$ cat config.mk
export PLATFORM = sky130hd
export DESIGN_NAME = uart_tx_queue
export DESIGN_NICKNAME = d
export VERILOG_FILES = /design/src/rtl/uart_tx_queue.sv
export SDC_FILE = /design/constraint.sdc
export NUM_CORES = 1
export LEC_CHECK = 0
export CAP_MARGIN = 20
export CELL_PAD_IN_SITES_DETAIL_PLACEMENT = 0
export CELL_PAD_IN_SITES_GLOBAL_PLACEMENT = 1
export CORE_ASPECT_RATIO = 1.2
export CORE_MARGIN = 3
export CORE_UTILIZATION = 50
export DETAILED_ROUTE_END_ITERATION = 6
export PLACE_DENSITY_LB_ADDON = 0.1
export SLEW_MARGIN = 25
export SYNTH_ARGS = -nofsm -noshare
export SYNTH_HDL_FRONTEND = slang
export SYNTH_SLANG_ARGS = --single-unit
$ cat constraint.sdc
create_clock -name i_clock -period 3.95 [get_ports i_clock]
set_input_delay 1.185 -clock i_clock [delete_from_list [all_inputs] [get_ports i_clock]]
set_output_delay 1.185 -clock i_clock [all_outputs]
set_load 0.005 [all_outputs]
$ cat src/rtl/uart_tx_queue.sv
// UART transmitter with a small byte FIFO in front of the serializer.
// Frame format and bit time are latched per frame when the head byte is popped.
module uart_tx_queue #(
    parameter int DEPTH_LOG2 = 2,
    parameter int DIV_WIDTH  = 16
) (
    input  logic                 i_clock,
    input  logic                 i_reset,
    input  logic [DIV_WIDTH-1:0] i_baud_div,
    input  logic [1:0]           i_parity,
    input  logic [3:0]           i_data_width,
    input  logic                 i_store_req,
    input  logic [7:0]           i_data,
    output logic                 o_full,
    output logic                 o_empty,
    output logic                 o_busy,
    output logic                 o_overflow,
    output logic                 o_tx
);
    localparam int DEPTH = 2 ** DEPTH_LOG2;
    localparam logic [DEPTH_LOG2:0] FULL_COUNT = {1'b1, {DEPTH_LOG2{1'b0}}};

    typedef enum logic [2:0] {IDLE, START, DATA, PARITY, STOP} state_t;

    logic [7:0]            mem [DEPTH];
    logic [DEPTH_LOG2-1:0] wr_ptr, rd_ptr;
    logic [DEPTH_LOG2:0]   count, count_next;
    state_t                state;
    logic [DIV_WIDTH-1:0]  div_q, div_cnt;
    logic [7:0]            shift;
    logic [3:0]            width_q, width_eff;
    logic [2:0]            bit_cnt;
    logic                  par_en, par_bit;
    logic                  push, pop, tick;
    logic [7:0]            head_masked;

    assign tick = (div_cnt == div_q);
    assign push = i_store_req && !o_full;
    assign pop  = !o_empty && ((state == IDLE) || ((state == STOP) && tick));

    always_comb begin
        count_next = count;
        if (push && !pop)
            count_next = count + 1'b1;
        else if (pop && !push)
            count_next = count - 1'b1;

        if (i_data_width < 4'd5)
            width_eff = 4'd5;
        else if (i_data_width > 4'd8)
            width_eff = 4'd8;
        else
            width_eff = i_data_width;
        head_masked = mem[rd_ptr] & (8'hFF >> (4'd8 - width_eff));
    end

    // NOTE: storage has no reset; only the pointers and count define what is valid.
    always_ff @(posedge i_clock) begin
        if (push)
            mem[wr_ptr] <= i_data;
    end

    always_ff @(posedge i_clock or negedge i_reset) begin
        if (!i_reset) begin
            wr_ptr     <= '0;
            rd_ptr     <= '0;
            count      <= '0;
            o_full     <= 1'b0;
            o_empty    <= 1'b1;
            o_overflow <= 1'b0;
        end else begin
            if (push)
                wr_ptr <= wr_ptr + 1'b1;
            if (pop)
                rd_ptr <= rd_ptr + 1'b1;
            count      <= count_next;
            o_full     <= (count_next == FULL_COUNT);
            o_empty    <= (count_next == '0);
            o_overflow <= i_store_req && o_full;
        end
    end

    // o_tx and o_busy follow the state one clock later, giving the two-edge strobe-to-start latency.
    always_ff @(posedge i_clock or negedge i_reset) begin
        if (!i_reset) begin
            state   <= IDLE;
            div_cnt <= '0;
            div_q   <= '0;
            shift   <= '0;
            width_q <= 4'd8;
            bit_cnt <= '0;
            par_en  <= 1'b0;
            par_bit <= 1'b0;
            o_tx    <= 1'b1;
            o_busy  <= 1'b0;
        end else begin
            o_busy <= (state != IDLE);
            case (state)
                START:   o_tx <= 1'b0;
                DATA:    o_tx <= shift[0];
                PARITY:  o_tx <= par_bit;
                default: o_tx <= 1'b1;
            endcase

            if (state != IDLE)
                div_cnt <= tick ? '0 : div_cnt + 1'b1;

            if (pop) begin
                shift   <= mem[rd_ptr];
                width_q <= width_eff;
                div_q   <= i_baud_div;
                par_en  <= (i_parity == 2'd1) || (i_parity == 2'd2);
                par_bit <= (i_parity == 2'd2) ? ^head_masked : ~^head_masked;
                bit_cnt <= '0;
                div_cnt <= '0;
                state   <= START;
            end else if ((state != IDLE) && tick) begin
                case (state)
                    START: state <= DATA;
                    DATA: begin
                        shift   <= shift >> 1;
                        bit_cnt <= bit_cnt + 1'b1;
                        if ({1'b0, bit_cnt} == width_q - 4'd1)
                            state <= par_en ? PARITY : STOP;
                    end
                    PARITY:  state <= STOP;
                    default: state <= IDLE;
                endcase
            end
        end
    end
endmodule

==> flow_metrics.env, run 1 <==
export IMPL_status="completed"
export IMPL_worst_pin_slew_ns=0.831
export IMPL_cts_buffers=9
export IMPL_hpwl_um=6290
export IMPL_clk_pin_slew_ns=0.09
export IMPL_clock_skew_ns=0.00897
export IMPL_grtUsageTotal=0.187
export IMPL_num_rows=37
export IMPL_avgViaCountPerCell=5.30
export IMPL_io_buffers=37
export IMPL_drt_total_wl_um=8950
export IMPL_critPathMaxFanout=9
export IMPL_root_buffer="clkbuf_8"
export IMPL_synth_nets=470
export IMPL_max_slew_margin_rel=0.446
export IMPL_drtAntennaViolNets=0
export IMPL_crit_arrival_ns=3.60
export IMPL_worstPathCellList="clkdlybuf4s50_1, nand2_1, or2_2, ha_1, or2_2, a21boi_0, a311oi_1, a22oi_1, xnor3_1, o21ai_1"
export IMPL_yosysSeqAreaShare=0.552
export IMPL_path_class="input pin to register"
export IMPL_fmax_mhz=302
export IMPL_netlist_area_um2=4650
export IMPL_required_ns=4.24
export IMPL_drive_above_1_share=0.0839
export IMPL_cp_depth=10
export IMPL_synth_top_cell_area_share=0.328
export IMPL_rsz0062_at_grt="no"
export IMPL_place_gp_congestion=0.845
export IMPL_period_minus_slack_ns=3.31
export IMPL_post_route_period_util=0.837
export IMPL_antenna_found_initial=0
export IMPL_grt_max_degree=65
export IMPL_netlist_instances=426
export IMPL_ios=38
export IMPL_wl_per_cell_um=15.4
export IMPL_finalHoldViolCount=0
export IMPL_die_h_um=112
export IMPL_yosys_warnings=0
export IMPL_synth_distinct_cells=56
export IMPL_crit_top_cell="or2_2"
export IMPL_grtUsageMet1=0.240
export IMPL_n_antenna_cell=0
export IMPL_irDropWorstVdd_mv=0.315
export IMPL_core_um2=8800
export IMPL_cts_resized=0
export IMPL_max_stage_delay_ns=0.48
export IMPL_synth_async_reset_ratio=0.667
export IMPL_startpoint_type="input pin"
export IMPL_grtUsageMet3=0.0264
export IMPL_ys_ff_latch=96
export IMPL_vias=3082
export IMPL_overflow=0
export IMPL_drv_cap=0
export IMPL_power_density_nw_per_um2=464
export IMPL_drt_iter0_markers=154
export IMPL_top_usage_layer="met2"
export IMPL_grt_pass1_wl_um=15100
export IMPL_cp_slowest_cell="clkdlybuf4s50_1"
export IMPL_r2r_cells=7
export IMPL_initial_core_util=0.529
export IMPL_die_w_um=94.0
export IMPL_leakagePower_nw=2.21
export IMPL_synth_ff_type="dfrtp_1"
export IMPL_critPathBufInv=1
export IMPL_grt_util_met2=0.315
export IMPL_postSynthAreaPerCell_um2=10.9
export IMPL_finalSetupViolations=0
export IMPL_die_area_um2=10500
export IMPL_finalPower_w=0.00246
export IMPL_cts_max_level=3
export IMPL_grt_pass1_vias=3080
export IMPL_hold_depth=2
export IMPL_crit_family="simple AND/OR/NAND/NOR gates"
export IMPL_cts_sinks=96
export IMPL_hp_class="register to register"
export IMPL_nets=504
export IMPL_yosysTopAreaCell="dfrtp_1"
export IMPL_setup_worst_path_end_class="register"
export IMPL_tritoncts="yes"
export IMPL_clockBufferDepth=2
export IMPL_dr_pass1_iters=4
export IMPL_holdBufCountCts=0
export IMPL_syn_to_final_growth_pct=14.0
export IMPL_drc=0
export IMPL_synth_edf_count=32
export IMPL_insertion_delay_ns=0.37
export IMPL_tns_ns=0
export IMPL_cts_setup_buffers=0
export IMPL_synthTopCellsByArea="dfrtp_1 (33%), edfxtp_1 (21%), nand2_1 (7.7%), xor2_1 (4.5%), ha_1 (3.0%)"
export IMPL_finalMaxSlewViolations=0
## tightest hold or removal path, cell delays in order (launching register included)
cell and delay, ns:
dfstp_2 0.39, nand2_1 0.05, nand2_1 0.05
## synthesized netlist by cell type (2+ instances only)
cell / n
a21o_1: 3
a21oi_1: 8
a31oi_1: 9
a32o_1: 2
and2_1: 8
buf_2: 3
buf_6: 3
clkbuf_1: 11
dfrtp_1: 61
dfstp_2: 3
edfxtp_1: 32
ha_1: 11
inv_1: 15
mux4_1: 4
mux4_2: 4
nand2_1: 95
nand3_1: 15
nand3_2: 2
nor2_1: 27
nor2b_1: 3
nor3_1: 4
nor4_2: 4
o21ai_0: 15
o21ai_1: 12
o41ai_1: 3
or2_2: 2
or3_1: 2
xnor2_1: 14
xor2_1: 24
## report_power, final
group / switching (W) / leakage [nW] / internal (W)
Sequential: 0.000111 / 1.08 / 0.00118
Combinational: 0.000261 / 1.03 / 0.000241
Clock: 0.000359 / 0.0994 / 0.000303
## layout by cell type (no fill, tap or decap), types with 2 or more instances in the layout
cell,synthesis,final
mux4_2,4,4
ha_1,11,11
inv_1,15,15
a21o_1,3,3
xnor2_1,14,14
clkdlybuf4s50_1,0,36
and2_1,8,8
inv_6,0,2
a21oi_1,8,8
nor4_2,4,4
a31oi_1,9,9
or3_1,2,2
xor2_1,24,24
nand2_1,95,95
buf_4,0,4
nor2_1,27,27
a32o_1,2,2
dfrtp_1,61,61
nor2b_1,3,3
mux4_1,4,4
nor3_1,4,4
nand3_2,2,2
or2_2,2,2
clkbuf_8,0,9
o21ai_0,15,15
dfstp_2,3,3
o41ai_1,3,3
o21ai_1,12,12
edfxtp_1,32,32
nand3_1,15,15
## kinds of logic after synthesis
| logic type | share of synthesized area |
|---|---|
| AOI/OAI and AO/OA | 0.0883 |
| muxes | 0.0490 |
| DFF | 0.552 |
| buffers and inverters | 0.0334 |
| xor gates and xnor gates | 0.0764 |
| adders and majority gates | 0.0296 |
| and+or+nand+nor | 0.171 |
## routing by layer
metal  wire length [um]  share of wire
met5                  0              0
met4                148          0.017
met3                256          0.029
met2               4700           0.53
met1               3840           0.43
## area by class of cell
type | instances | area (um2)
clock buffers | 10 | 128
clock inverters | 6 | 75.1
fillers | 741 | 3500
inverters | 16 | 60.1
multi-input cells | 296 | 1930
flip-flops and latches | 96 | 2570
well taps | 117 | 146
repair buffers | 41 | 395
## state kept, by name, indices dropped and copies added (netlist names)
signal      flops
rd_ptr          2
wr_ptr          2
o_empty         1
o_busy          1
par_bit         1
o_full          1
div_q          16
count           3
o_overflow      1
o_tx            1
state           3
mem            32
shift           8
par_en          1
div_cnt        16
width_q         4
bit_cnt         3
## final timing paths
check                           startpoint    endpoint  slack, ns
setup / recovery           i_data_width[2]     par_bit       0.64
hold / removal                  width_q[3]  width_q[3]       0.49
setup reg to reg                div_cnt[3]      o_full       1.38
hold reg to reg                 width_q[3]  width_q[3]       0.49
max in group asynchronous          i_reset   div_q[15]       2.41
min in group asynchronous          i_reset    div_q[3]       0.98
## metrics by stage
stage / hold slack (ns) / util / instances / worst slack [ns] / instance area [um2]
3_3_place_gp: 0.463 / 0.579 / 566 / 0.319 / 5100
2_1_floorplan: 0.453 / - / 426 / 0.769 / 4650
5_1_grt: 0.513 / 0.602 / 582 / 0.482 / 5300
6_report: 0.485 / 0.602 / 582 / 0.642 / 5300
4_1_cts: 0.488 / 0.602 / 582 / 0.649 / 5300
3_5_place_dp: 0.474 / 0.579 / 566 / 0.250 / 5100
(Power assumes the default switching activity.)
==> inputs of run 2 (changes only) <==
--- a/config.mk
+++ b/config.mk
@@ -10,7 +10,7 @@
 export CELL_PAD_IN_SITES_GLOBAL_PLACEMENT = 1
 export CORE_ASPECT_RATIO = 1.2
 export CORE_MARGIN = 3
-export CORE_UTILIZATION = 50
+export CORE_UTILIZATION = 42
 export DETAILED_ROUTE_END_ITERATION = 6
 export PLACE_DENSITY_LB_ADDON = 0.1
 export SLEW_MARGIN = 25
==> constraint.sdc (replaced) <==
create_clock -name i_clock -period 3 [get_ports i_clock]
set_input_delay 0.9 -clock i_clock [delete_from_list [all_inputs] [get_ports i_clock]]
set_output_delay 0.9 -clock i_clock [all_outputs]
set_load 0.005 [all_outputs]
==> run 2 against run 1 <==
Compared with the run above: combinational power increased by 36%; count of clock-buffer cells in the layout unchanged; non-clock buffer count increased by 10; setup slack got worse by 0.52 ns; final area increased by 3.4%; flip-flop and latch count unchanged; clock skew decreased by 0.0024 ns; register-to-register slack got worse by 0.90 ns.
==> flow_metrics.env, run 2 (synthesis gave the netlist of run 1 again) <==
export IMPL_status="completed"
export IMPL_regToRegEndpoint="o_full"
export IMPL_final_common_cell="nand2_1"
export IMPL_setup_worst_path_end_class="register"
export IMPL_num_rows=41
export IMPL_clock_skew_ns=0.00658
export IMPL_drtAntennaViolNets=0
export IMPL_tritoncts="yes"
export IMPL_worstPathCellList="clkdlybuf4s50_1, nand2_1, or2_2, ha_4, inv_2, a21o_1, nand3_2, xnor2_1, o2bb2ai_1, xnor3_1, o21ai_1"
export IMPL_drt_total_wl_um=9220
export IMPL_leakagePower_nw=2.29
export IMPL_wl_per_cell_um=15.3
export IMPL_finalMaxSlewViolations=0
export IMPL_rrSetupSlack_ns=0.48
export IMPL_clk_pin_slew_ns=0.07
export IMPL_initial_core_util=0.436
export IMPL_rsz0062_at_grt="no"
export IMPL_dr_pass1_iters=5
export IMPL_critPathBufInv=2
export IMPL_core_um2=10700
export IMPL_grt_pass1_vias=3181
export IMPL_max_slew_margin_rel=0.632
export IMPL_insertion_delay_ns=0.33
export IMPL_cts_sinks=96
export IMPL_fillers=968
export IMPL_power_frac_comb=0.200
export IMPL_crit_family="buffers and inverters"
export IMPL_cp_slowest_cell="clkdlybuf4s50_1"
export IMPL_startpoint_type="input pin"
export IMPL_tns_ns=0
export IMPL_regMostFlops="mem"
export IMPL_power_density_nw_per_um2=624
export IMPL_hpwl_um=6740
export IMPL_die_area_um2=12400
export IMPL_drv_cap=0
export IMPL_clkPwrFrac=0.301
export IMPL_die_w_um=102
export IMPL_worst_pin_slew_ns=0.552
export IMPL_cts_buffers=9
export IMPL_root_buffer="clkbuf_16"
export IMPL_drive_above_1_share=0.103
export IMPL_finish_utilization=0.514
export IMPL_required_ns=3.25
export IMPL_grtUsageTotal=0.163
export IMPL_crit_arrival_ns=3.13
export IMPL_largest_reg_flops=32
export IMPL_io_buffers=37
export IMPL_internal_power_w=0.00246
export IMPL_period_minus_slack_ns=2.88
export IMPL_clockBufferDepth=2
export IMPL_swShare=0.282
export IMPL_irDropWorstVdd_mv=0.395
export IMPL_critPathMaxFanout=4
export IMPL_drc=0
export IMPL_post_route_period_util=0.958
export IMPL_path_class="input pin to register"
export IMPL_vias=3133
export IMPL_min_to="width_q[3]"
export IMPL_overflow=0
export IMPL_grt_max_degree=31
export IMPL_r2r_cells=7
export IMPL_max_stage_delay_ns=0.48
export IMPL_power_switching_w=0.000964
export IMPL_fmax_mhz=348
export IMPL_holdBufCountCts=0
export IMPL_nets=514
export IMPL_avgViaCountPerCell=5.19
export IMPL_hold_depth=2
export IMPL_ios=38
export IMPL_finalSetupViolations=0
export IMPL_n_antenna_cell=0
export IMPL_timing_final_ws_setup_ns=0.125
export IMPL_min_delay_start="width_q[3]"
export IMPL_syn_to_final_growth_pct=17.9
export IMPL_dp_slack_ns=-0.318
export IMPL_final_cell_mix="nand2_1 (95), dfrtp_1 (61), clkdlybuf4s50_1 (36)"
export IMPL_timing_rr_start="div_cnt[3]"
export IMPL_top_regs="mem x32, div_cnt x16, div_q x16"
export IMPL_place_gp_congestion=0.792
export IMPL_grt_pass1_wl_um=15400
export IMPL_finalHoldViolCount=0
export IMPL_drt_iter0_markers=115
export IMPL_die_h_um=121
export IMPL_antenna_found_initial=0
export IMPL_cts_max_level=3
export IMPL_hp_class="register to register"
export IMPL_seq_power_share=0.499
[run 2: worst max-delay path by stage]
stage,from,end,depth (start not counted)
after floorplan,i_data_width[3],par_bit,10
after global routing,i_data_width[2],par_bit,11
after detailed placement,i_data_width[2],par_bit,11
final,i_data_width[2],par_bit,11
after global placement,i_data_width[2],par_bit,11
after CTS,i_data_width[2],par_bit,11
[run 2: layout make-up]
cell class,instances,area [um2],share of cell area
clock buffer,10,229,0.0418
clock inverter,6,36.3,0.00662
inverter,16,60.1,0.0110
multi-input combinational,296,1940,0.355
sequential,96,2570,0.468
tap,129,161,0.0295
timing repair buffer,51,483,0.0881
[run 2: worst min-delay path, delay by kind of cell (launching register included)]
kind             cells  cell delay, ns
and+or+nand+nor      2            0.09
DFF                  1            0.38
[run 2: what timing repair did]
action,CTS,global route
buffers inserted,0,2
gates resized for setup,1,2
pin swaps,0,2
endpoints found under the setup margin,1,1
[run 2: power by group through the flow]
stage	registers [W]	clock network, W	logic [W]
after floorplan	0.00168	0	0.000488
after global placement	0.00173	0	0.000679
after detailed placement	0.00174	0	0.000689
after CTS	0.00171	0.00106	0.000696
after global routing	0.00174	0.00112	0.000771
final	0.00171	0.00103	0.000684
[run 2: through the flow]
step	total power, W	std cells	instance area [um2]	hold slack, ns
after floorplan	0.00217	426	4650	0.453
after global placement	0.00241	586	5180	0.463
after detailed placement	0.00242	586	5180	0.467
after CTS	0.00346	602	5450	0.477
after global routing	0.00362	604	5480	0.512
final	0.00342	604	5480	0.475
[run 2: layer usage]
metal  global-route usage  share of wire  wire length, um  up-vias
li1                     -              -                -     1562
met1                0.200           0.43             3960     1516
met2                0.280           0.52             4830       46
met3               0.0322          0.028              261        9
met4               0.0648          0.019              179        0
met5                    0              0                0        -
==> inputs of run 3 (changes only) <==
--- a/config.mk
+++ b/config.mk
@@ -8,11 +8,11 @@
 export CAP_MARGIN = 20
 export CELL_PAD_IN_SITES_DETAIL_PLACEMENT = 0
 export CELL_PAD_IN_SITES_GLOBAL_PLACEMENT = 1
-export CORE_ASPECT_RATIO = 1.2
 export CORE_MARGIN = 3
 export CORE_UTILIZATION = 42
 export DETAILED_ROUTE_END_ITERATION = 6
 export PLACE_DENSITY_LB_ADDON = 0.1
+export REMOVE_ABC_BUFFERS = 1
 export SLEW_MARGIN = 25
 export SYNTH_ARGS = -nofsm -noshare
 export SYNTH_HDL_FRONTEND = slang
==> run 3 against run 2 <==
Compared with the run above: hold slack better by 0.014 ns; combinational power decreased by 2%; largest cell class unchanged; total power is 6.3% lower; critical endpoint unchanged; maximum frequency up 1.6%; clock skew grew 0.0097 ns; setup slack better by 0.044 ns; routed wire length up 1.1%; first-iteration DRC count increased by 12%.
==> flow_metrics.env, run 3 (synthesis gave the netlist of run 1 again) <==
export IMPL_dp_slack_ns=-0.314
export IMPL_setup_worst_path_end_class="register"
export IMPL_tritoncts="yes"
export IMPL_seq_area_um2=2570
export IMPL_finalSetupViolations=0
export IMPL_path_class="input pin to register"
export IMPL_max_slew_margin_rel=0.555
export IMPL_insertion_delay_ns=0.39
export IMPL_holdBufCountCts=0
export IMPL_power_density_nw_per_um2=595
export IMPL_drtAntennaViolNets=0
export IMPL_cts_buffers=9
export IMPL_num_rows=37
export IMPL_crit_arrival_ns=3.15
export IMPL_clk_pin_slew_ns=0.10
export IMPL_status="completed"
export IMPL_grtUsageTotal=0.164
export IMPL_top_regs="mem x32, div_cnt x16, div_q x16"
export IMPL_die_area_um2=12400
export IMPL_grt_pass1_vias=3120
export IMPL_required_ns=3.32
export IMPL_cts_setup_buffers=0
export IMPL_avgViaCountPerCell=5.08
export IMPL_dr_pass1_iters=4
export IMPL_drt_total_wl_um=9320
export IMPL_clock_skew_ns=0.0163
export IMPL_leakagePower_nw=2.25
export IMPL_worst_pin_slew_ns=0.667
export IMPL_die_w_um=111
export IMPL_finalPower_w=0.00320
export IMPL_drv_cap=0
export IMPL_fillers=988
export IMPL_drc=0
export IMPL_initial_core_util=0.440
export IMPL_finalInstanceArea_um2=5390
export IMPL_final_cell_mix="nand2_1 (95), dfrtp_1 (61), clkdlybuf4s50_1 (36)"
export IMPL_root_buffer="clkbuf_8"
export IMPL_post_route_period_util=0.944
export IMPL_whs_ns=0.489
export IMPL_drt_iter0_markers=129
export IMPL_finalHoldViolCount=0
export IMPL_place_gp_congestion=0.768
export IMPL_regMostFlops="mem"
export IMPL_fmax_mhz=353
export IMPL_antenna_found_initial=0
export IMPL_largest_reg_flops=32
export IMPL_irDropWorstVdd_mv=0.448
export IMPL_core_um2=10600
export IMPL_drive_above_1_share=0.105
export IMPL_overflow=0
export IMPL_n_antenna_cell=0
export IMPL_io_buffers=37
export IMPL_syn_to_final_growth_pct=15.9
export IMPL_critPathMaxFanout=5
export IMPL_dpl_cell_area_um2=5200
export IMPL_grt_max_degree=29
export IMPL_startpoint_type="input pin"
export IMPL_die_h_um=111
export IMPL_final_common_cell="nand2_1"
export IMPL_timing_final_ws_setup_ns=0.169
export IMPL_wl_per_cell_um=15.3
export IMPL_nets=513
export IMPL_clockBufferDepth=2
export IMPL_period_minus_slack_ns=2.83
export IMPL_cts_max_level=3
export IMPL_ios=38
export IMPL_multiInputGateArea_um2=1930
export IMPL_vias=3096
export IMPL_cts_sinks=96
export IMPL_grt_pass1_wl_um=16000
export IMPL_rsz0062_at_grt="no"
export IMPL_hp_class="register to register"
export IMPL_finalMaxSlewViolations=0
export IMPL_hpwl_um=6700
[run 3: cell count changes in the layout (fill, tap and decap cells not counted)]
cell,previous run,this run
clkbuf_16,9,0
clkbuf_8,0,9
clkinv_1,4,1
ha_4,1,0
buf_4,13,12
inv_8,0,2
clkinv_4,2,1
clkinvlp_4,1,0
ha_1,10,11
inv_6,0,3
[run 3: repair_timing]
| item | CTS | global route |
|---|---|---|
| endpoints found under the setup margin | 0 | 1 |
| hold endpoints to repair | 0 | 0 |
| resized for setup | 0 | 2 |
[run 3: area by class of cell]
class / instances / share of cell area
sequential: 96 / 0.476
inverter: 16 / 0.0111
clock inverter: 6 / 0.0107
timing repair buffer: 50 / 0.0882
clock buffer: 10 / 0.0237
tap: 136 / 0.0316
multi-input combinational: 296 / 0.358
[run 3: path summary, 6_finish.rpt]
check / start / slack, ns / depth (start not counted) / to
worst max-delay path: i_data_width[2] / 0.17 / 11 / par_bit
min in group asynchronous: i_reset / 0.53 / 1 / width_q[1]
worst max register to register: div_cnt[2] / 0.49 / 7 / o_full
worst min-delay path: width_q[3] / 0.49 / 2 / width_q[3]
worst min register to register: width_q[3] / 0.49 / 2 / width_q[3]
max in group asynchronous: i_reset / 1.82 / 2 / o_tx
[run 3: metrics by stage]
| stage | setup TNS [ns] | std cells | util |
|---|---|---|---|
| after global routing | 0 | 610 | 0.511 |
| final | 0 | 610 | 0.511 |
| after global placement | -0.238 | 594 | 0.493 |
| after CTS | 0 | 610 | 0.510 |
| after floorplan | 0 | 408 | - |
| after detailed placement | -0.314 | 594 | 0.493 |
[run 3: worst max-delay path, stage by stage]
cell	delay, ns
clkdlybuf4s50_1	0.47
nand2_1	0.06
or2_2	0.29
ha_1	0.33
inv_2	0.11
a21o_1	0.13
nand3_2	0.08
xnor2_1	0.13
o2bb2ai_1	0.13
xnor3_1	0.40
o21ai_1	0.12
[run 3: report_power, final]
| group | total, W | internal (W) | switching [W] |
|---|---|---|---|
| registers | 0.00171 | 0.00156 | 0.000151 |
| clock network | 0.000826 | 0.000324 | 0.000502 |
| logic | 0.000668 | 0.000328 | 0.000340 |
[run 3: routing by layer]
metal  global-route usage  vias to the layer above  part of all wire
li1                     -                     1561                 -
met1                0.242                     1485              0.51
met2                0.234                       43              0.44
met3               0.0551                        7             0.045
met4               0.0365                        0             0.010
met5                    0                        -                 0
